--- src/rtl/button_event_decoder.sv ---
// rtl/button_event_decoder.sv - keypad synchroniser, debouncer and press-event queue
//
// Turns N active-low raw buttons into a debounced 1-based key code and a
// one-entry press-event slot with a valid/ready handshake.
//
// Optional feature macro: BUTTON_REPEAT_EN (auto-repeat events while a key is held).
//
// Ports:
//   clk         in   system clock
//   reset_n     in   asynchronous active-low reset
//   buttons_n   in   [N_BUTTONS-1:0] raw buttons, active-low, asynchronous to clk
//   value       out  [VAL_W-1:0] debounced code: k+1 when only button k pressed, else 0
//   evt_valid   out  event slot occupied
//   evt_value   out  [VAL_W-1:0] code of the pending event
//   evt_repeat  out  pending event came from auto-repeat
//   evt_ready   in   consumer accepts the event when evt_valid & evt_ready
//   evt_drop    out  one-cycle pulse: an event was lost because the slot was full

module button_event_decoder #(
    parameter int N_BUTTONS       = 16,
    parameter int VAL_W           = $clog2(N_BUTTONS + 1),
    parameter int DEBOUNCE_CYCLES = 50000,
    parameter int REPEAT_DELAY    = 25000000,
    parameter int REPEAT_PERIOD   = 5000000
) (
    input  logic                 clk,
    input  logic                 reset_n,
    input  logic [N_BUTTONS-1:0] buttons_n,
    output logic [VAL_W-1:0]     value,
    output logic                 evt_valid,
    output logic [VAL_W-1:0]     evt_value,
    output logic                 evt_repeat,
    input  logic                 evt_ready,
    output logic                 evt_drop
);

    // Elaboration-time parameter sanity check.
    if (N_BUTTONS < 1 || N_BUTTONS > 64 || DEBOUNCE_CYCLES < 2 ||
        REPEAT_DELAY < 1 || REPEAT_PERIOD < 1 ||
        VAL_W < $clog2(N_BUTTONS + 1)) begin : g_bad_params
        $error("button_event_decoder: parameter out of range");
    end

    localparam int              DB_W    = (DEBOUNCE_CYCLES > 2) ? $clog2(DEBOUNCE_CYCLES) : 1;
    localparam logic [DB_W-1:0] DB_LAST = DB_W'(DEBOUNCE_CYCLES - 1);

    localparam logic [1:0] ST_IDLE   = 2'd0;
    localparam logic [1:0] ST_HELD   = 2'd1;
`ifdef BUTTON_REPEAT_EN
    localparam logic [1:0] ST_REPEAT = 2'd2;

    localparam int RPT_MAX = (REPEAT_DELAY > REPEAT_PERIOD) ? REPEAT_DELAY : REPEAT_PERIOD;
    localparam int RPT_W   = (RPT_MAX > 2) ? $clog2(RPT_MAX) : 1;
    localparam logic [RPT_W-1:0] RPT_DELAY_LAST  = RPT_W'(REPEAT_DELAY - 1);
    localparam logic [RPT_W-1:0] RPT_PERIOD_LAST = RPT_W'(REPEAT_PERIOD - 1);
`endif

    // ------------------------------------------------------------------
    // Two-flop synchroniser; inversion happens before the first flop so
    // nothing sits between the two stages.
    // ------------------------------------------------------------------
    logic [N_BUTTONS-1:0] sync1;
    logic [N_BUTTONS-1:0] sync2;

    always_ff @(posedge clk or negedge reset_n) begin
        if (!reset_n) begin
            sync1 <= '0;
            sync2 <= '0;
        end else begin
            sync1 <= ~buttons_n;
            sync2 <= sync1;
        end
    end

    // ------------------------------------------------------------------
    // Candidate decode: exactly one pressed bit -> its 1-based index,
    // otherwise 0 so that chords look like a release.
    // ------------------------------------------------------------------
    logic [VAL_W-1:0] candidate;
    logic [VAL_W-1:0] one_code;
    logic             seen;
    logic             multi;

    always_comb begin
        one_code = '0;
        seen     = 1'b0;
        multi    = 1'b0;
        for (int i = 0; i < N_BUTTONS; i++) begin
            if (sync2[i]) begin
                if (seen) begin
                    multi = 1'b1;
                end
                seen     = 1'b1;
                one_code = VAL_W'(i + 1);
            end
        end
        candidate = (seen && !multi) ? one_code : '0;
    end

    // ------------------------------------------------------------------
    // Debounce: counter restarts whenever the candidate moves and
    // saturates once it has been stable long enough; value follows
    // cand_q only while the counter sits at its terminal count.
    // ------------------------------------------------------------------
    logic [VAL_W-1:0] cand_q;
    logic [DB_W-1:0]  db_cnt;

    always_ff @(posedge clk or negedge reset_n) begin
        if (!reset_n) begin
            cand_q <= '0;
            db_cnt <= '0;
            value  <= '0;
        end else begin
            cand_q <= candidate;
            if (candidate != cand_q) begin
                db_cnt <= '0;
            end else if (db_cnt != DB_LAST) begin
                db_cnt <= db_cnt + 1'b1;
            end
            if (db_cnt == DB_LAST) begin
                value <= cand_q;
            end
        end
    end

    // ------------------------------------------------------------------
    // Press FSM: events are produced only on transitions into a new
    // nonzero key (or by the repeat timer); release is silent.
    // ------------------------------------------------------------------
    logic [1:0]       state;
    logic [1:0]       state_d;
    logic [VAL_W-1:0] key_q;
    logic [VAL_W-1:0] key_d;
    logic             emit;
`ifdef BUTTON_REPEAT_EN
    logic             emit_rpt;
    logic [RPT_W-1:0] rpt_cnt;
    logic [RPT_W-1:0] rpt_cnt_d;
`endif

    always_comb begin
        state_d = state;
        key_d   = key_q;
        emit    = 1'b0;
`ifdef BUTTON_REPEAT_EN
        emit_rpt  = 1'b0;
        rpt_cnt_d = rpt_cnt + 1'b1;
`endif
        if (state == ST_IDLE) begin
`ifdef BUTTON_REPEAT_EN
            rpt_cnt_d = '0;
`endif
            if (value != '0) begin
                emit    = 1'b1;
                key_d   = value;
                state_d = ST_HELD;
            end
        end else begin
            if (value == '0) begin
                state_d = ST_IDLE;
            end else if (value != key_q) begin
                // Rolling straight from one key to another is a fresh press.
                emit    = 1'b1;
                key_d   = value;
                state_d = ST_HELD;
`ifdef BUTTON_REPEAT_EN
                rpt_cnt_d = '0;
            end else if (state == ST_HELD && rpt_cnt == RPT_DELAY_LAST) begin
                emit      = 1'b1;
                emit_rpt  = 1'b1;
                state_d   = ST_REPEAT;
                rpt_cnt_d = '0;
            end else if (state == ST_REPEAT && rpt_cnt == RPT_PERIOD_LAST) begin
                emit      = 1'b1;
                emit_rpt  = 1'b1;
                rpt_cnt_d = '0;
`endif
            end
        end
    end

    always_ff @(posedge clk or negedge reset_n) begin
        if (!reset_n) begin
            state <= ST_IDLE;
            key_q <= '0;
        end else begin
            state <= state_d;
            key_q <= key_d;
        end
    end

`ifdef BUTTON_REPEAT_EN
    always_ff @(posedge clk or negedge reset_n) begin
        if (!reset_n) begin
            rpt_cnt <= '0;
        end else begin
            rpt_cnt <= rpt_cnt_d;
        end
    end
`endif

    // ------------------------------------------------------------------
    // One-entry event slot. A new event may replace the entry in the same
    // cycle it is accepted (no bubble); otherwise a full slot keeps the
    // old entry and the new event is reported as dropped.
    // ------------------------------------------------------------------
    logic slot_free;
    assign slot_free = !evt_valid || evt_ready;

    always_ff @(posedge clk or negedge reset_n) begin
        if (!reset_n) begin
            evt_valid <= 1'b0;
            evt_value <= '0;
            evt_drop  <= 1'b0;
        end else begin
            evt_drop <= emit && !slot_free;
            if (emit && slot_free) begin
                evt_valid <= 1'b1;
                evt_value <= value;
            end else if (evt_valid && evt_ready) begin
                evt_valid <= 1'b0;
            end
        end
    end

`ifdef BUTTON_REPEAT_EN
    always_ff @(posedge clk or negedge reset_n) begin
        if (!reset_n) begin
            evt_repeat <= 1'b0;
        end else if (emit && slot_free) begin
            evt_repeat <= emit_rpt;
        end
    end
`else
    assign evt_repeat = 1'b0;
`endif

endmodule
--- config.mk ---
export PLATFORM = sky130hd
export DESIGN_NAME = button_event_decoder
export DESIGN_NICKNAME = d
export VERILOG_FILES = /design/src/rtl/button_event_decoder.sv
export SDC_FILE = /design/constraint.sdc
export NUM_CORES = 1
export LEC_CHECK = 0
export ABC_AREA = 1
export BUFFER_PORTS_ARGS = -buffer_cell sky130_fd_sc_hd__buf_2
export CORE_ASPECT_RATIO = 0.5
export CORE_MARGIN = 3
export CORE_UTILIZATION = 40
export CTS_CLUSTER_DIAMETER = 40
export DETAILED_ROUTE_END_ITERATION = 6
export GPL_TIMING_DRIVEN = 0
export PLACE_DENSITY = 0.68
export SLEW_MARGIN = 20
export SYNTH_ARGS = -nofsm -noshare
export SYNTH_HDL_FRONTEND = slang
export SYNTH_SLANG_ARGS = --single-unit
--- constraint.sdc ---
create_clock -name clk -period 2.8 [get_ports clk]
set_input_delay 0.84 -clock clk [delete_from_list [all_inputs] [get_ports clk]]
set_output_delay 0.84 -clock clk [all_outputs]
set_load 0.01 [all_outputs]
==> results of run 1 <==
-- worst min path at each step --
stage	from	endpoint	slack, ps
final	sync1[8]	sync2[8]	340
after global routing	sync1[4]	sync2[4]	350
after CTS	sync1[10]	sync2[10]	350
after detailed placement	sync1[10]	sync2[10]	330
after global placement	sync1[6]	sync2[6]	330
after floorplan	sync1[0]	sync2[0]	330
-- flip-flops by register name, summed over array words and instances, names as in the netlist --
register / cells
db_cnt: 16
sync1: 16
sync2: 16
cand_q: 5
evt_value: 5
key_q: 5
value: 5
evt_drop: 1
evt_valid: 1
state: 1
-- kinds of logic after synthesis --
family,count (synthesis)
AO/OA/AOI/OAI,22
XOR/XNOR,14
adder cells (fa/ha/maj),1
buffers and inverters,70
flip-flops,71
multiplexers,3
other,1
AND/OR/NAND/NOR,183
-- worst register-to-register path, delay by kind of cell (launching register included) --
family,cells,cell delay [ps]
buffers and inverters,2,250
AND/OR/NAND/NOR,14,1360
AO/OA/AOI/OAI,1,150
flip-flops,1,410
-- cell usage in the layout (no fill, tap or decap), types with 2 or more instances in the layout --
cell / Yosys / layout
nor2_4: 14 / 14
clkbuf_8: 0 / 2
nand3_1: 14 / 14
nor2_1: 26 / 26
dfrtp_1: 71 / 71
nor2_2: 3 / 3
o21ai_0: 14 / 14
nor4_1: 5 / 5
nand2_4: 2 / 2
xor2_1: 13 / 13
clkbuf_16: 0 / 9
nand3_2: 2 / 2
inv_1: 65 / 65
buf_2: 0 / 29
mux2_2: 2 / 2
nand4_1: 10 / 10
a21oi_1: 5 / 5
nor3_1: 10 / 10
buf_4: 1 / 2
nand2_2: 6 / 6
clkinv_2: 0 / 2
nand2_1: 87 / 87
-- layout make-up --
type	instances	area share
inverters	67	0.06484
flip-flops and latches	71	0.4535
plain buffers	3	0.007985
repair buffers	31	0.04599
clock buffers	11	0.06452
multi-input cells	224	0.3143
well taps	108	0.03449
clock inverters	5	0.01437
-- through the flow --
step	util	power [W]	hold slack, ps	area, sq um
after floorplan	-	0.001407	331.2	3293
after global placement	0.4676	0.001482	333.7	3578
after detailed placement	0.4716	0.001492	334.7	3608
after CTS	0.5119	0.002659	346.0	3918
after global routing	0.5119	0.002764	351.5	3918
final	0.5119	0.002619	344.7	3918
-- power groups by stage --
stage	sequential, W	combinational [W]	clock [W]
2_1_floorplan	0.00115	0.000254	0
5_1_grt	0.00115	0.000380	0.00123
6_report	0.00115	0.000329	0.00114
3_3_place_gp	0.00116	0.000320	0
4_1_cts	0.00115	0.000334	0.00118
3_5_place_dp	0.00116	0.000329	0
-- per-layer routing --
layer	up-vias	GRT usage	routed length, microns
met2	33	0.2080	2481
met4	0	0.05756	84
met3	8	0.05324	251
li1	1213	-	-
met1	1053	0.1612	2721
met5	-	0	0
==> results.ini, run 1 <==
[outcome]
status = completed

[setup_path]
rrSetupSlack_ps = 520
timing.rr.end = db_cnt[13]
cp-start-kind = flop
critical-path-top-delay-family = simple AND/OR/NAND/NOR gates
path_buf_inv = 2
reg2reg_depth = 17
end_kind = flop
crit_chain = nor2_4 -> nand2_4 -> nor2_8 -> nand2_1 -> nand2_1 -> nand2_1 -> a21oi_1 -> nand3_1 -> nor2_2 -> inv_2 -> nor2_2 -> nand2_1 -> nand2_1 -> nand2_2 -> nand2_4 -> buf_12 -> nor2_4
worst_path_max_delay_cell = dfrtp_1
worst-path-max-fanout = 10
cpPeakStageDelay_ps = 410
cp.depth = 17
r2r_start = sync2[2]
arrival_ps = 2500
crit_path_start = sync2[2]
endpoint = db_cnt[13]
crit_required_ps = 3020
critPathMostFrequentCell = nand2_1
critPathKind = flop to flop

[synthesis]
synthTopCellsByArea = dfrtp_1 54%, nand2_1 9.9%, inv_1 7.4%
dominantRegCellSynth = dfrtp_1
synth.top_cell.area_share = 0.5395
ys_seq_area_frac = 0.5395
synth-async-reset-ratio = 1.000
syn-instance-count = 365
syn_area_sq_um = 3293
synth_edf_count = 0
synth_top_family_by_area = simple AND/OR/NAND/NOR gates
avgSynthCellArea_sq_um = 9.022
synthAdderAreaFrac = 0.003799
post-synth-top-count-cell = nand2_1
yosys.area_share.simple = 0.2857
synthesis.nets = 385
synth_xor_area_frac = 0.03723
synth_top_area_cell = dfrtp_1
synth.distinct_cells = 33
synth_compound_area_frac = 0.03609
synth_common_cells = 87 x nand2_1, 71 x dfrtp_1, 65 x inv_1
synth.mux.area_fraction = 0.009878
ys_ff_latch = 71
yosys_warnings = 0

[floorplan]
rows = 22
io-pin-count = 32
start_util = 0.4303
die_height_microns = 70.16
die_area_sq_um = 9424
die_w_microns = 134.3
core_sq_um = 7652

[layout]
multi_input_comb_area_sq_um = 1231
antenna_cells = 0
area_growth_pct = 18.96
nets = 427
seq_area_sq_um = 1777
fillers = 734
finalNonFillerCells = 520
drive_above_1_share = 0.2015

[pwr]
p_leak_nw = 2.002
switching_power_w = 0.0006529
intPower_w = 0.001966
powerDensity_nw_per_um2 = 668.5
vdd_drop_max_mv = 0.2471
seqPwrFrac = 0.438
pwr-share-comb = 0.126
swShare = 0.2493
clkPwrFrac = 0.436

[sta]
rsz0062_at_grt = false
clock_skew_ps = 7.968
fin_setup_tns_ps = 0
finalCritPeriodShare = 0.8140
slew_viol_final = 0
fmax_mhz = 438.8
finalHoldViolCount = 0
worst_slack_ps = 520.9
setup_viol = 0
min_period_ps = 2279

[detailed_routing]
drt_wl_total_mm = 5.538
drc = 0
viasPerCell = 4.437
first_iter_violations = 179
first_pass_iters = 6
ant_nets = 0
avgRoutedWirePerCell_microns = 10.65
num_vias = 2307

[placement]
dp_cells = 504
io_buffers = 30
preCtsSetupSlack_ps = 516.9
place_congestion = 0.8556
dp.final_hpwl_mm = 4.017

[hold_path]
hold_path_class = flop to flop
whs_path_depth = 0

[global_routing]
overflow = 0
grt_start_max_net_pins = 56
antenna_found_initial = 0
grt_usage = 0.1322
grt_pass1_vias = 2270
grt_pass1_wl_mm = 9.825

[cts]
cts.repair.resized = 0
clockBufferDepth = 2
path_clk_slew_ps = 50
postCtsHoldBufs = 0
cts_tree = built
clock_latency_ps = 340
root_buffer = clkbuf_16
cts_buffers = 9
htree_levels = 3
cts_setup_buffers = 0
cts_sinks = 71

[job]
drv_cap = 0

No activity file was read; power rests on OpenSTA's default activity.
==> run 2, diff against run 1 <==
--- a/config.mk
+++ b/config.mk
@@ -13,7 +13,7 @@
 export CTS_CLUSTER_DIAMETER = 40
 export DETAILED_ROUTE_END_ITERATION = 6
 export GPL_TIMING_DRIVEN = 0
-export PLACE_DENSITY = 0.68
+export PLACE_DENSITY = 0.7
 export SLEW_MARGIN = 20
 export SYNTH_ARGS = -nofsm -noshare
 export SYNTH_HDL_FRONTEND = slang
==> constraint.sdc (replaced) <==
create_clock -name clk -period 2.09 [get_ports clk]
set_input_delay 0.627 -clock clk [delete_from_list [all_inputs] [get_ports clk]]
set_output_delay 0.627 -clock clk [all_outputs]
set_load 0.01 [all_outputs]
==> run 2 against run 1 <==
Effect of this change: count of clock-buffer cells in the layout shrank 2; core utilization increased by 2.6 points; the flow now finishes with violations (setup timing); power is 39% higher; critical path depth stayed put; sequential power rose by 34%; largest power group is now clock.
==> results.ini, run 2 (synthesis results as in run 1) <==
[layout]
nets = 438  ; +2.6%
final_common_cell = nand2_1
reg_top3 = db_cnt (16), sync1 (16), sync2 (16)
antenna_cells = 0  ; unchanged
drive_above_1_share = 0.2766  ; +0.07514
multi_input_comb_area_sq_um = 1310  ; +6.4%
mostFrequentLayoutCells = 78 x nand2_1, 71 x dfrtp_1, 65 x inv_1, 29 x buf_2, 18 x nor2_1
fillers = 722  ; -1.6%
area_growth_pct = 25.00
finalNonFillerCells = 531  ; +2.1%
seq_area_sq_um = 1777  ; unchanged

[cts]
htree_levels = 3  ; unchanged
cts_tree = built
root_buffer = clkbuf_16
cts_buffers = 9  ; unchanged
postCtsHoldBufs = 0  ; unchanged
clock_latency_ps = 340  ; about the same
path_clk_slew_ps = 50  ; about the same
cts_sinks = 71  ; unchanged
clockBufferDepth = 2  ; unchanged

[detailed_routing]
viasPerCell = 4.518  ; +1.8%
first_pass_iters = 4  ; -2
avgRoutedWirePerCell_microns = 11.71  ; +10%
drc = 0  ; unchanged
drt_wl_total_mm = 6.218  ; +12%
first_iter_violations = 235  ; +31%
num_vias = 2399  ; +4.0%
ant_nets = 0  ; unchanged

[setup_path]
cp-start-kind = flop
critPathKind = flop to flop
crit_chain = nor2_4 -> nand2_4 -> nor2_8 -> buf_4 -> nand3_1 -> nand2_2 -> nor2_2 -> nand3_2 -> nor2_4 -> nand4_1 -> inv_1 -> nand2_1 -> nand3_2 -> nor2_4 -> nand2_4 -> buf_6 -> a21oi_2
end_kind = flop
crit_required_ps = 2350  ; -670 ps
path_buf_inv = 3  ; +1
worst_path_max_delay_cell = dfrtp_1
cpPeakStageDelay_ps = 410  ; about the same
critical-path-top-delay-family = simple AND/OR/NAND/NOR gates
critPathMostFrequentCell = nor2_4
worst-path-max-fanout = 7  ; -3
reg2reg_depth = 17  ; unchanged
cp.depth = 17  ; unchanged
arrival_ps = 2550  ; +50 ps

[floorplan]
io-pin-count = 32  ; unchanged
rows = 22  ; unchanged
die_w_microns = 134.3  ; unchanged
die_area_sq_um = 9424  ; unchanged
start_util = 0.4303  ; unchanged
core_sq_um = 7652  ; unchanged
die_height_microns = 70.16  ; unchanged

[hold_path]
hold_path_class = input port to async pin

[global_routing]
overflow = 0  ; unchanged
antenna_found_initial = 0  ; unchanged
grt_pass1_wl_mm = 10.74  ; +9.3%
grt_usage = 0.1441  ; +0.01192
grt_start_max_net_pins = 57  ; +1.8%
grt_pass1_vias = 2327  ; +2.5%

[sta]
setup_viol = 16  ; +16
whs_ps = 157.1  ; -187.6 ps
fin_setup_tns_ps = -2681  ; -2681 ps
finalCritPeriodShare = 1.092  ; +0.2780
rsz0062_at_grt = true
fmax_mhz = 438.2  ; -0.14%
finalHoldViolCount = 0  ; unchanged
min_period_ps = 2282  ; +3.194 ps
clock_skew_ps = 7.815  ; -0.1534 ps
slew_viol_final = 0  ; unchanged
worst_slack_ps = -192.3  ; -713.2 ps

[outcome]
violations = setup timing
status = finished with violations

[placement]
place_congestion = 0.8411  ; -1.7%
io_buffers = 30  ; unchanged
dp_cells = 504  ; unchanged
dp.final_hpwl_mm = 4.123  ; +2.7%

[pwr]
vdd_drop_max_mv = 0.4738  ; +92%
p_leak_nw = 2.063  ; +3.1%
powerDensity_nw_per_um2 = 886.8  ; +33%

[job]
drv_cap = 0  ; unchanged

run 2: cell types whose count changed in the layout (fill, tap and decap cells not counted), sizes merged:
cell,delta
clkbuf,-3
bufinv,+1
clkinvlp,+1
buf,+12
run 2: what timing repair did:
action | 4_1_cts | 5_1_grt
hold endpoints to repair | 0 | 0
buffers inserted | 12 | 1
setup endpoints to repair | 16 | 21
resized for setup | 10 | 20
pin swaps | 16 | 15
gates cloned | 1 | 0
run 2: final cells by class:
cell class | instances | area share
multi-input combinational | 224 | 0.3182
buffer | 1 | 0.001824
timing repair buffer | 44 | 0.07538
clock buffer | 9 | 0.05471
sequential | 71 | 0.4316
inverter | 67 | 0.06170
clock inverter | 7 | 0.02371
tap | 108 | 0.03283
run 2: layer usage:
layer / share of wire / global-route usage / up-vias
li1: - / - / 1239
met1: 0.47 / 0.1825 / 1120
met2: 0.48 / 0.2286 / 35
met3: 0.039 / 0.06115 / 5
met4: 0.011 / 0.03725 / 0
met5: 0 / 0 / -
run 2: path summary, 6_finish.rpt:
kind | start | to | slack, ps
min | reset_n | db_cnt[13] | 160
min in group clk | sync1[10] | sync2[10] | 340
max | sync2[2] | db_cnt[3] | -190
max in group asynchronous | reset_n | evt_value[3] | 1410
min reg2reg | sync1[10] | sync2[10] | 340
max reg2reg | sync2[2] | db_cnt[3] | -190
run 2: power by group:
part           internal (W)  switching (W)
registers           0.00147      0.0000653
logic              0.000198       0.000292
clock network       0.00104       0.000576
total               0.00272       0.000934
run 2: through the flow:
| step | setup slack, ps | util | area [sq um] | total power, W |
|---|---|---|---|---|
| after global placement | -177.8 | 0.4676 | 3578 | 0.001988 |
| after detailed placement | -223.5 | 0.4716 | 3608 | 0.002002 |
| after floorplan | 75.93 | - | 3293 | 0.001884 |
| after CTS | -200.0 | 0.5343 | 4089 | 0.003650 |
| after global routing | -360.8 | 0.5379 | 4116 | 0.003854 |
| final | -192.3 | 0.5379 | 4116 | 0.003650 |
